**src/rtl/uart_pkg.sv**
```systemverilog
`default_nettype none
// ==========================================================================
// uart_pkg : shared types and helpers for the configurable UART receiver
// Rev 1.0
// ==========================================================================
package uart_pkg;

  localparam int MAX_PAYLOAD = 9;

  typedef enum logic [1:0] {
    PAR_NONE = 2'd0,
    PAR_EVEN = 2'd1,
    PAR_ODD  = 2'd2
  } parity_e;

  typedef enum logic [2:0] {
    IDLE     = 3'd0,
    START    = 3'd1,
    DATA     = 3'd2,
    PARITY   = 3'd3,
    STOP     = 3'd4,
    BRK_WAIT = 3'd5
  } rx_state_e;

  typedef struct packed {
    logic                   brk;
    logic                   ferr;
    logic                   perr;
    logic [MAX_PAYLOAD-1:0] data;
  } rx_word_t;

  function automatic logic maj3(input logic a, input logic b, input logic c);
    return (a & b) | (a & c) | (b & c);
  endfunction

endpackage
`default_nettype wire

```
**src/rtl/uart_rx_fifo.sv**
```systemverilog
`default_nettype none
// ==========================================================================
// uart_rx_fifo : first-word-fall-through FIFO of received UART words
// Rev 1.0
// ==========================================================================
module uart_rx_fifo
  import uart_pkg::*;
#(
  parameter int DEPTH = 4
) (
  input  logic                        clk,
  input  logic                        reset,
  input  logic                        push,
  input  logic [$bits(rx_word_t)-1:0] push_word,
  input  logic                        pop,
  output logic [$bits(rx_word_t)-1:0] head,
  output logic                        full,
  output logic                        empty,
  output logic [$clog2(DEPTH):0]      count
);

  localparam int PTR_W = $clog2(DEPTH);
  localparam int CNT_W = PTR_W + 1;

  rx_word_t           mem_q [DEPTH];
  rx_word_t           mem_d [DEPTH];
  logic [PTR_W-1:0]   wr_ptr_q, wr_ptr_d;
  logic [PTR_W-1:0]   rd_ptr_q, rd_ptr_d;
  logic [CNT_W-1:0]   count_q, count_d;
  logic               do_push, do_pop;

  assign empty   = (count_q == '0);
  assign full    = (count_q == CNT_W'(DEPTH));
  // A pop in the same cycle frees the slot, so a full FIFO still accepts.
  assign do_pop  = pop && !empty;
  assign do_push = push && (!full || do_pop);
  assign head    = mem_q[rd_ptr_q];
  assign count   = count_q;

  always_comb begin
    mem_d    = mem_q;
    wr_ptr_d = wr_ptr_q;
    rd_ptr_d = rd_ptr_q;
    count_d  = count_q;
    if (do_push) begin
      mem_d[wr_ptr_q] = rx_word_t'(push_word);
      wr_ptr_d        = wr_ptr_q + 1'b1;
    end
    if (do_pop) begin
      rd_ptr_d = rd_ptr_q + 1'b1;
    end
    case ({do_push, do_pop})
      2'b10:   count_d = count_q + 1'b1;
      2'b01:   count_d = count_q - 1'b1;
      default: count_d = count_q;
    endcase
  end

  always_ff @(posedge clk or posedge reset) begin
    if (reset) begin
      for (int i = 0; i < DEPTH; i++) begin
        mem_q[i] <= '0;
      end
      wr_ptr_q <= '0;
      rd_ptr_q <= '0;
      count_q  <= '0;
    end else begin
      mem_q    <= mem_d;
      wr_ptr_q <= wr_ptr_d;
      rd_ptr_q <= rd_ptr_d;
      count_q  <= count_d;
    end
  end

endmodule
`default_nettype wire

```
**src/rtl/uart_rx_cfg.sv**
```systemverilog
`default_nettype none
// ==========================================================================
// uart_rx_cfg : oversampling UART receiver with parity, break and output FIFO
// Rev 1.0
// ==========================================================================
module uart_rx_cfg
  import uart_pkg::*;
#(
  parameter int PAYLOAD_BITS = 8,
  parameter int STOP_BITS    = 1,
  parameter int PARITY       = 0,
  parameter int OVERSAMPLE   = 16,
  parameter int DIV_W        = 16,
  parameter int FIFO_DEPTH   = 4
) (
  input  logic                         clk,
  input  logic                         reset,
  input  logic                         uart_rxd,
  input  logic                         uart_rx_en,
  input  logic [DIV_W-1:0]             baud_div,
  output logic [PAYLOAD_BITS-1:0]      rx_data,
  output logic                         rx_parity_err,
  output logic                         rx_frame_err,
  output logic                         rx_break,
  output logic                         rx_valid,
  input  logic                         rx_ready,
  output logic                         rx_overrun,
  output logic [$clog2(FIFO_DEPTH):0]  rx_count
);

  localparam int              OS_W      = $clog2(OVERSAMPLE);
  localparam int              BIT_W     = 4;
  localparam logic [OS_W-1:0] SAMP_A    = OS_W'(OVERSAMPLE / 2 - 1);
  localparam logic [OS_W-1:0] SAMP_B    = OS_W'(OVERSAMPLE / 2);
  localparam logic [OS_W-1:0] SAMP_C    = OS_W'(OVERSAMPLE / 2 + 1);
  localparam logic [OS_W-1:0] OS_LAST   = OS_W'(OVERSAMPLE - 1);
  localparam logic [BIT_W-1:0] DATA_LAST = BIT_W'(PAYLOAD_BITS - 1);
  localparam logic [BIT_W-1:0] STOP_LAST = BIT_W'(STOP_BITS - 1);
  localparam logic PAR_EN   = (PARITY != int'(PAR_NONE));
  localparam logic PAR_ODDM = (PARITY == int'(PAR_ODD));

  rx_state_e                state_q, state_d;
  logic                     sync1_q, sync1_d, sync2_q, sync2_d;
  logic [DIV_W-1:0]         div_cnt_q, div_cnt_d;
  logic [OS_W-1:0]          os_cnt_q, os_cnt_d;
  logic [BIT_W-1:0]         bit_cnt_q, bit_cnt_d;
  logic                     samp_a_q, samp_a_d, samp_b_q, samp_b_d;
  logic [PAYLOAD_BITS-1:0]  shift_q, shift_d;
  logic                     pbit_q, pbit_d, ferr_q, ferr_d;
  logic                     overrun_q, overrun_d;

  logic                     rxd_s, tick, mid_tick, end_tick, bit_val;
  logic                     ferr_now, perr_now, brk_now, push, pop;
  logic                     fifo_full, fifo_empty, head_unused;
  rx_word_t                 push_word, head_word;
  logic [$bits(rx_word_t)-1:0] head_vec;

  assign rxd_s    = sync2_q;
  assign tick     = (div_cnt_q == baud_div);
  assign mid_tick = tick && (os_cnt_q == SAMP_C);
  assign end_tick = tick && (os_cnt_q == OS_LAST);
  assign bit_val  = maj3(samp_a_q, samp_b_q, rxd_s);

  assign ferr_now = ferr_q | ~bit_val;
  assign perr_now = PAR_EN && ((^shift_q ^ pbit_q) != PAR_ODDM);
  assign brk_now  = ferr_now && (shift_q == '0) && (!PAR_EN || !pbit_q);

  always_comb begin
    push_word      = '0;
    push_word.brk  = brk_now;
    push_word.ferr = ferr_now;
    push_word.perr = perr_now;
    push_word.data = MAX_PAYLOAD'(shift_q);
  end

  always_comb begin
    sync1_d = sync1_q;
    sync2_d = sync2_q;
    if (uart_rx_en) begin
      sync1_d = uart_rxd;
      sync2_d = sync1_q;
    end
  end

  always_comb begin
    state_d   = state_q;
    div_cnt_d = div_cnt_q;
    os_cnt_d  = os_cnt_q;
    bit_cnt_d = bit_cnt_q;
    samp_a_d  = samp_a_q;
    samp_b_d  = samp_b_q;
    shift_d   = shift_q;
    pbit_d    = pbit_q;
    ferr_d    = ferr_q;
    push      = 1'b0;

    // Counters sit at zero while idle, so every frame starts bit-aligned.
    if (state_q == IDLE || state_q == BRK_WAIT) begin
      div_cnt_d = '0;
      os_cnt_d  = '0;
    end else if (tick) begin
      div_cnt_d = '0;
      os_cnt_d  = (os_cnt_q == OS_LAST) ? '0 : os_cnt_q + 1'b1;
    end else begin
      div_cnt_d = div_cnt_q + 1'b1;
    end
    if (tick && os_cnt_q == SAMP_A) samp_a_d = rxd_s;
    if (tick && os_cnt_q == SAMP_B) samp_b_d = rxd_s;

    case (state_q)
      IDLE: begin
        if (!rxd_s) begin
          state_d   = START;
          bit_cnt_d = '0;
          ferr_d    = 1'b0;
        end
      end
      START: begin
        if (mid_tick && bit_val) state_d = IDLE;
        else if (end_tick)       state_d = DATA;
      end
      DATA: begin
        if (mid_tick) shift_d = {bit_val, shift_q[PAYLOAD_BITS-1:1]};
        if (end_tick) begin
          if (bit_cnt_q == DATA_LAST) begin
            bit_cnt_d = '0;
            if (PAR_EN) state_d = uart_pkg::PARITY;
            else        state_d = STOP;
          end else begin
            bit_cnt_d = bit_cnt_q + 1'b1;
          end
        end
      end
      uart_pkg::PARITY: begin
        if (mid_tick) pbit_d  = bit_val;
        if (end_tick) state_d = STOP;
      end
      STOP: begin
        // Leave at mid last stop bit so a back-to-back start edge is not missed.
        if (mid_tick) begin
          if (bit_cnt_q == STOP_LAST) begin
            push = 1'b1;
            if (brk_now) state_d = BRK_WAIT;
            else         state_d = IDLE;
          end else begin
            ferr_d = ferr_now;
          end
        end
        if (end_tick) bit_cnt_d = bit_cnt_q + 1'b1;
      end
      BRK_WAIT: begin
        if (rxd_s) state_d = IDLE;
      end
      default: state_d = IDLE;
    endcase

    if (!uart_rx_en) begin
      state_d = IDLE;
      push    = 1'b0;
    end
    overrun_d = push && fifo_full && !pop;
  end

  always_ff @(posedge clk or posedge reset) begin
    if (reset) begin
      state_q   <= IDLE;
      sync1_q   <= 1'b1;
      sync2_q   <= 1'b1;
      div_cnt_q <= '0;
      os_cnt_q  <= '0;
      bit_cnt_q <= '0;
      samp_a_q  <= 1'b0;
      samp_b_q  <= 1'b0;
      shift_q   <= '0;
      pbit_q    <= 1'b0;
      ferr_q    <= 1'b0;
      overrun_q <= 1'b0;
    end else begin
      state_q   <= state_d;
      sync1_q   <= sync1_d;
      sync2_q   <= sync2_d;
      div_cnt_q <= div_cnt_d;
      os_cnt_q  <= os_cnt_d;
      bit_cnt_q <= bit_cnt_d;
      samp_a_q  <= samp_a_d;
      samp_b_q  <= samp_b_d;
      shift_q   <= shift_d;
      pbit_q    <= pbit_d;
      ferr_q    <= ferr_d;
      overrun_q <= overrun_d;
    end
  end

  assign pop = rx_valid && rx_ready;

  uart_rx_fifo #(
    .DEPTH (FIFO_DEPTH)
  ) u_fifo (
    .clk       (clk),
    .reset     (reset),
    .push      (push),
    .push_word (push_word),
    .pop       (pop),
    .head      (head_vec),
    .full      (fifo_full),
    .empty     (fifo_empty),
    .count     (rx_count)
  );

  assign head_word     = rx_word_t'(head_vec);
  assign head_unused   = ^head_word.data;
  assign rx_data       = head_word.data[PAYLOAD_BITS-1:0];
  assign rx_parity_err = head_word.perr;
  assign rx_frame_err  = head_word.ferr;
  assign rx_break      = head_word.brk;
  assign rx_valid      = !fifo_empty;
  assign rx_overrun    = overrun_q;

endmodule
`default_nettype wire

```
**config.mk**
```make
export PLATFORM = sky130hd
export DESIGN_NAME = uart_rx_cfg
export DESIGN_NICKNAME = d
export VERILOG_FILES = /design/src/rtl/uart_pkg.sv /design/src/rtl/uart_rx_fifo.sv /design/src/rtl/uart_rx_cfg.sv
export SDC_FILE = /design/constraint.sdc
export NUM_CORES = 1
export LEC_CHECK = 0
export ABC_CLOCK_PERIOD_IN_PS = 8050
export CORE_MARGIN = 2
export CORE_UTILIZATION = 37
export CTS_BUF_LIST = sky130_fd_sc_hd__clkbuf_8
export CTS_CLUSTER_DIAMETER = 100
export CTS_CLUSTER_SIZE = 20
export DETAILED_ROUTE_END_ITERATION = 8
export PLACE_DENSITY = 0.65
export SYNTH_ARGS = -nofsm -noshare
export SYNTH_HDL_FRONTEND = slang
export SYNTH_HIERARCHICAL = 1
export SYNTH_SLANG_ARGS = --single-unit
export TNS_END_PERCENT = 30
```
**constraint.sdc**
```tcl
create_clock -name clk -period 8.05 [get_ports clk]
set_input_delay 1.2075 -clock clk [delete_from_list [all_inputs] [get_ports clk]]
set_output_delay 1.2075 -clock clk [all_outputs]
set_load 0.01 [all_outputs]
```
==> results of run 1 <==
## power by group through the flow
stage                     registers (mW)  logic [mW]  clock network [mW]
after floorplan                    0.527       0.200                   0
after global routing               0.570       0.255               0.341
after detailed placement           0.570       0.228                   0
final                              0.561       0.223               0.305
after CTS                          0.561       0.228               0.317
after global placement             0.570       0.223                   0
## critical path: stages
cell             delay, ps
clkdlybuf4s50_1        420
xnor2_1                230
nand4_1                180
nor4_4                 720
and3_1                 410
nand2_1                 80
nor2_1                 870
mux2_2                 430
## stage by stage
stage	instances	area (um2)	setup WS, ps	hold WS, ps	power, mW
6_report	596	5340	3771	511.1	1.089
3_3_place_gp	580	5142	3386	482.5	0.7925
2_1_floorplan	390	4653	4643	454.0	0.7265
3_5_place_dp	580	5142	3340	491.0	0.7978
4_1_cts	596	5340	3736	514.4	1.106
5_1_grt	596	5340	3483	530.3	1.167
## cells in the final DEF (no fill, tap or decap), drive strengths merged, types with 5 or more instances in the layout
| master | instances |
|---|---|
| o21ai | 9 |
| inv | 17 |
| nor4 | 5 |
| nand2b | 5 |
| xnor2 | 24 |
| mux2 | 57 |
| a21oi | 7 |
| nand3 | 12 |
| dfrtp | 90 |
| nor2 | 33 |
| nand2 | 25 |
| and3 | 12 |
| clkbuf | 9 |
| mux4 | 11 |
| ha | 11 |
| clkdlybuf4s50 | 36 |
| xor2 | 10 |
## layer usage
metal | share of wire (%) | wire length [um] | global-route usage (%) | up-vias
met5 | 0 | 0 | 0 | -
met3 | 3.4 | 292 | 3.975 | 9
li1 | - | - | - | 1419
met4 | 1.2 | 106 | 4.365 | 0
met2 | 49 | 4240 | 22.85 | 47
met1 | 46 | 3968 | 18.42 | 1502
## worst min-delay path by stage
stage | to | slack (ps) | depth (start not counted)
2_1_floorplan | ferr_q | 450 | 2
3_3_place_gp | ferr_q | 480 | 2
3_5_place_dp | u_fifo/mem_q[13] | 490 | 1
4_1_cts | u_fifo/mem_q[13] | 510 | 1
5_1_grt | u_fifo/mem_q[39] | 530 | 1
6_report | u_fifo/mem_q[39] | 510 | 1
## area by class of cell
type	instances	area (um2)
tap	168	210.2
clock inverter	7	73.82
fill	1172	6771
sequential	92	2305
inverter	15	56.30
timing repair buffer	37	367.9
multi-input combinational	268	2203
clock buffer	9	123.9
## flip-flops by register name, indices dropped and copies added (netlist names)
name,count
state_q,3
u_fifo/rd_ptr_q,2
u_fifo/wr_ptr_q,2
samp_b_q,1
rxd_s,1
u_fifo/mem_q,44
div_cnt_q,16
shift_q,8
u_fifo/count,3
os_cnt_q,4
rx_overrun,1
samp_a_q,1
sync1_q,1
ferr_q,1
bit_cnt_q,4
==> run_results.csv, run 1 <==
group,metric,value,unit
pwr,p_sw_share,33.79,%
drt,drt_iter0_drc,132,
clock_tree,cts_tree,"done",
sta,max_freq,233.7,MHz
setup_path,cp-endpoint,"u_fifo/mem_q[27]",
setup_path,rr_worst_depth,7,
clock_tree,h-tree-depth,3,
sta,setup_viol,0,
die,io_pins,37,
logic_synthesis,postSynthAreaPerCell,11.99,um2
setup_path,path_max_fanout,16,
drt,antenna_left,0,
drt,drc,0,
finish,fin_nets,456,
sta,clock_skew,13.18,ps
finish,diodes,0,
grt,grt_max_degree,52,
finish,finish.utilization,44.09,%
setup_path,rr_startpoint,"div_cnt_q[12]",
placement,gp_congestion,0.8346,
pwr,p_per_area,204.0,nW/um2
setup_path,cp.required,8320,ps
job,maxCapViolCount,0,
clock_tree,cts.root.buffer_cell,"clkbuf_8",
logic_synthesis,synth_warnings,6,
grt,grt-ovfl-total,0,
sta,finalCriticalPeriod,4279,ps
status,outcome,"completed",
sta,finalSetupTns,0,ps
pwr,leakage,2.386,nW
die,initial_core_util,38.33,%
die,coreArea,12110,um2
finish,post_route_cells_drive_above_1_share,21.50,%
min_path,min_from,"u_fifo/mem_q[39]",
die,dieArea,13460,um2
placement,port_buffers,36,
drt,dr.pass1.iters,4,
drt,totalWireLength,8608,um
placement,hpwl,6055,um
clock_tree,ctsHoldBuffers,0,
finish,area_growth,15.04,%
grt,grt_pass1_vias,3008,
clock_tree,cts.path.max_buffers,2,
clock_tree,clock_latency,380,ps
die,fp.dieH,116.0,um
setup_path,crit_arrival,4550,ps
pwr,clkPwrFrac,28.0,%
clock_tree,cts_resized,0,
sta,hold_viol_final,0,
pwr,peakVddDrop,0.1129,mV
sta,rsz0062_at_grt,"false",
setup_path,crit_path_start,"baud_div[13]",
die,die_width,116.0,um
logic_synthesis,synthCells,387,
drt,vias_per_cell,4.995,
sta,fin_crit_sh,53.16,%
clock_tree,cts_buffers,9,
setup_path,worstSetupPathType,"primary input to flop",
grt,antenna_found_initial,0,
setup_path,cp-start-kind,"primary input",
clock_tree,path_clk_slew,100,ps
sta,max_slew_margin,21.85,%
pwr,p_comb_share,20.5,%
pwr,seqPwrFrac,51.5,%
clock_tree,cts.sinks,92,
sta,worstMarginPinSlew,1168,ps
min_path,hold_path_class,"flop to flop",
drt,routedWlPerCell,14.44,um
sta,slew_violations,0,
setup_path,r2r-end,"u_fifo/mem_q[27]",
grt,globalRouteTotalUtil,14.08,%
setup_path,cp-end-kind,"flop",
grt,grt_pass1_wl,14630,um
drt,vias,2977,
logic_synthesis,syn_area,4642,um2
pwr,intPower,0.7212,mW
setup_path,r2r_setup_slack,4600,ps
die,fp-row-count,40,
clock_tree,post_cts_buffers,0,
pwr,switchingPower,0.3681,mW
Note: power is estimated with default switching activity, not from simulation.
==> run 2, diff against run 1 <==
Settings changed: ABC_CLOCK_PERIOD_IN_PS 8050 to 3800, PLACE_DENSITY 0.65 to 0.67.
Clock period 8.05 ns to 3.8 ns, I/O delays scaled along.
==> run 2 against run 1 <==
Critical path depth is 6 lower; combinational power is 120% higher; utilization is 0.33 points higher; power is 110% higher; clock power is 110% higher.
==> run_results.csv, run 2 (same netlist as run 1, synthesis figures left out) <==
group,metric,value,unit
status,outcome,"completed",
die,fp-row-count,40,
sta,max_slew_margin,23.57,%
sta,finalSetupTns,0,ps
clock_tree,post_cts_buffers,0,
finish,largestRegisters,"u_fifo/mem_q (44), div_cnt_q (16), shift_q (8)",
grt,globalRouteTotalUtil,13.88,%
finish,post_route_cells_drive_above_1_share,22.58,%
finish,final_common_cell,"dfrtp_1",
finish,layout.cells.non_filler,602,
drt,antenna_left,0,
die,dieArea,13460,um2
setup_path,cp-end-kind,"output pin",
finish,largest_reg_flops,44,
sta,max_freq,337.1,MHz
sta,clock_skew,11.79,ps
grt,grt_max_degree,52,
placement,gp_congestion,0.8165,
clock_tree,cts_buffers,9,
grt,grt-ovfl-total,0,
clock_tree,cts.sinks,92,
placement,port_buffers,36,
pwr,finalPower,2.308,mW
clock_tree,ctsHoldBuffers,0,
die,fp.dieH,116.0,um
drt,vias_per_cell,4.922,
drt,totalWireLength,8621,um
sta,rsz0062_at_grt,"false",
clock_tree,clock_latency,370,ps
sta,hold_viol_final,0,
setup_path,worstSetupPathType,"flop to output pin",
pwr,p_per_area,428.9,nW/um2
clock_tree,cts.root.buffer_cell,"clkbuf_8",
sta,fin_crit_sh,78.07,%
finish,finish.utilization,44.42,%
drt,dr.pass1.iters,4,
sta,finalCriticalPeriod,2967,ps
clock_tree,h-tree-depth,3,
drt,drc,0,
drt,drt_iter0_drc,122,
finish,largest-register,"u_fifo/mem_q",
setup_path,crit_arrival,2400,ps
grt,grt_pass1_wl,14550,um
placement,pre_cts_slack,659.1,ps
drt,vias,2963,
die,coreArea,12110,um2
grt,grt_pass1_vias,3070,
finish,area_growth,15.90,%
sta,setup_ws,833.3,ps
job,maxCapViolCount,0,
die,initial_core_util,38.33,%
finish,mostFrequentLayoutCells,"dfrtp_1, mux2_2, clkdlybuf4s50_1, nor2_1, nand2_1",
clock_tree,cts.path.max_buffers,2,
die,die_width,116.0,um
clock_tree,cts_resized,0,
sta,worstMarginPinSlew,1145,ps
pwr,leakage,2.418,nW
finish,diodes,0,
min_path,hold_path_class,"flop to flop",
sta,slew_violations,0,
drt,routedWlPerCell,14.32,um
clock_tree,path_clk_slew,100,ps
pwr,peakVddDrop,0.2211,mV
die,io_pins,37,
placement,placed_cells,586,
sta,setup_viol,0,
finish,fin_nets,462,
grt,antenna_found_initial,0,
setup_path,cp-start-kind,"flop",
placement,hpwl,6012,um
setup_path,path_max_fanout,13,
setup_path,cp.required,3230,ps
clock_tree,cts_tree,"done",
-- run 2: final cells by class --
class,instances,area (um2)
fillers,1154,6731
flip-flops and latches,92,2305
multi-input cells,268,2203
repair buffers,43,412.9
well taps,168,210.2
clock buffers,9,123.9
clock inverters,7,68.82
inverters,15,56.30
-- run 2: metal layers --
metal / GRT usage, % / wire length, um / vias up
met5: 0 / 0 / -
met4: 4.683 / 97 / 0
met3: 3.243 / 269 / 10
li1: - / - / 1438
met1: 17.96 / 4041 / 1463
met2: 23.08 / 4212 / 52
-- run 2: critical path, cell delays in order (launching register included) --
cell	delay, ps
dfrtp_1	890
mux4_2	640
clkdlybuf4s50_1	500
-- run 2: where the power goes --
group	internal (mW)	leakage, nW	switching, mW
clock	0.256	0.0968	0.384
sequential	1.03	1.27	0.155
combinational	0.241	1.06	0.239
-- run 2: worst paths after layout --
kind / end / cells after the start / start / slack (ps)
setup reg to reg: u_fifo/count[2] / 10 / u_fifo/count[0] / 1250
max in group asynchronous: state_q[2] / 3 / reset / 2150
hold reg to reg: u_fifo/mem_q[18] / 1 / u_fifo/mem_q[18] / 510
min in group asynchronous: u_fifo/wr_ptr_q[0] / 2 / reset / 810
hold / removal: u_fifo/mem_q[18] / 1 / u_fifo/mem_q[18] / 510
setup / recovery: rx_break / 2 / u_fifo/rd_ptr_q[0] / 830
-- run 2: stage by stage --
| step | instance area, um2 | hold WS, ps |
|---|---|---|
| after global routing | 5380 | 531.7 |
| after detailed placement | 5187 | 493.7 |
| after floorplan | 4653 | 454.0 |
| after CTS | 5380 | 517.4 |
| after global placement | 5187 | 484.7 |
| final | 5380 | 513.8 |
==> run 3, diff against run 2 <==
Settings changed: ABC_CLOCK_PERIOD_IN_PS 3800 to 2600.
Clock period 3.8 ns to 2.6 ns, I/O delays scaled along.
==> run 3 against run 2 <==
Register-to-register slack got worse by 990 ps; sequential share of layout area is 1.2 points lower; count of clock-buffer cells in the layout is 1 higher; via count is 2.2% higher; critical endpoint unchanged; largest cell class unchanged.
==> run_results.csv, run 3 (same netlist as run 1, synthesis figures left out) <==
group,metric,value,unit
status,outcome,"completed",
sta,rsz0062_at_grt,"false",
setup_path,cp.required,2210,ps
pwr,intPower,2.419,mW
pwr,switchingPower,1.118,mW
setup_path,path_max_fanout,13,
grt,grt-ovfl-total,0,
setup_path,worst-path-buf-inv,2,
drt,vias_per_cell,4.917,
placement,placed_cell_area,5318,um2
finish,largest_reg_flops,44,
setup_path,r2r-end,"u_fifo/count[2]",
setup_path,r2r_setup_slack,260,ps
setup_path,worstSetupPathType,"flop to output pin",
clock_tree,cts.root.buffer_cell,"clkbuf_8",
placement,gp_congestion,0.8581,
die,coreArea,12110,um2
clock_tree,post_cts_buffers,0,
finish,mostFrequentLayoutCells,"dfrtp_1, mux2_2, clkdlybuf4s50_1, nor2_1, nand2_1",
grt,grt_max_degree,42,
drt,totalWireLength,8737,um
clock_tree,cts_tree,"done",
setup_path,cp_slowest_cell,"mux4_2",
min_path,hold_path_class,"primary input to async pin",
sta,finalSetupTns,0,ps
finish,layout.cells.non_filler,616,
pwr,finalPower,3.537,mW
pwr,p_sw_share,31.61,%
grt,globalRouteTotalUtil,14.01,%
pwr,leakage,2.503,nW
drt,vias,3029,
placement,port_buffers,36,
clock_tree,cts.path.max_buffers,2,
placement,hpwl,6257,um
finish,area_growth,19.25,%
drt,routedWlPerCell,14.18,um
grt,grt_pass1_wl,14830,um
setup_path,rr_startpoint,"div_cnt_q[4]",
die,die_width,116.0,um
sta,worstMarginPinSlew,539.4,ps
clock_tree,cts_buffers,9,
sta,hold_viol_final,0,
clock_tree,cts_resized,0,
sta,setup_viol,0,
finish,final_common_cell,"dfrtp_1",
grt,grt_pass1_vias,3107,
die,dieArea,13460,um2
pwr,p_comb_share,25.0,%
finish,final_area,5535,um2
die,fp.dieH,116.0,um
die,initial_core_util,38.33,%
finish,post_route_cells_drive_above_1_share,25.00,%
drt,antenna_left,0,
finish,diodes,0,
sta,clock_skew,15.53,ps
clock_tree,path_clk_slew,90,ps
sta,max_slew_margin,63.99,%
finish,largestRegisters,"u_fifo/mem_q (44), div_cnt_q (16), shift_q (8)",
pwr,peakVddDrop,0.4579,mV
setup_path,rr_worst_depth,11,
setup_path,max_stage_delay,590,ps
die,io_pins,37,
sta,slew_violations,0,
die,fp-row-count,40,
clock_tree,clock_latency,360,ps
setup_path,crit_arrival,2050,ps
drt,drc,0,
finish,largest-register,"u_fifo/mem_q",
drt,drt_iter0_drc,118,
setup_path,path_cells,"buf_4 > mux4_2 > clkdlybuf4s50_1",
clock_tree,h-tree-depth,3,
sta,fin_crit_sh,93.73,%
setup_path,cp-end-kind,"output pin",
pwr,seqPwrFrac,46.0,%
grt,antenna_found_initial,0,
clock_tree,ctsHoldBuffers,0,
setup_path,cp-start-kind,"flop",
placement,placed_cells,600,
pwr,clkPwrFrac,29.0,%
job,maxCapViolCount,0,
finish,fin_nets,476,
sta,finalCriticalPeriod,2437,ps
sta,max_freq,410.3,MHz
setup_path,crit_family,"buffers and inverters",
drt,dr.pass1.iters,4,
pwr,p_per_area,639.0,nW/um2
clock_tree,cts.sinks,92,
run 3: area by class of cell:
cell class	count	area (um2)
Tap cell	168	210.2
Fill cell	1169	6576
Clock inverter	6	80.08
Inverter	15	56.30
Multi-Input combinational cell	268	2203
Timing Repair Buffer	57	543.0
Clock buffer	10	137.6
Sequential cell	92	2305
run 3: per-layer routing:
metal | up-vias | global-route usage, % | wire, um
met5 | - | 0 | 0
li1 | 1457 | - | -
met1 | 1510 | 18.73 | 3983
met3 | 11 | 2.929 | 326
met2 | 51 | 22.57 | 4285
met4 | 0 | 5.317 | 142
run 3: through the flow:
step	hold WS [ps]	setup slack, ps	util, %
floorplan	454.0	32.97	-
global placement	484.7	-142.2	43.91
detailed placement	491.1	-196.7	43.91
CTS	410.3	114.1	45.70
global route	444.0	53.65	45.70
finish	409.7	162.9	45.70
run 3: power groups by stage:
stage               Combinational [mW]  Clock, mW  Sequential [mW]
floorplan                        0.618          0             1.63
global placement                 0.889          0             1.65
detailed placement               0.896          0             1.65
CTS                              0.898       1.07             1.63
global route                     0.984       1.12             1.65
finish                           0.883       1.03             1.63
run 3: worst max path at each step:
stage,from,depth (start not counted),to,slack (ps)
after floorplan,div_cnt_q[0],12,u_fifo/count[2],30
after global placement,baud_div[4],12,u_fifo/count[2],-140
after detailed placement,baud_div[4],12,u_fifo/count[2],-200
after CTS,u_fifo/rd_ptr_q[0],3,rx_break,110
after global routing,u_fifo/rd_ptr_q[0],3,rx_break,50
final,u_fifo/rd_ptr_q[0],3,rx_break,160
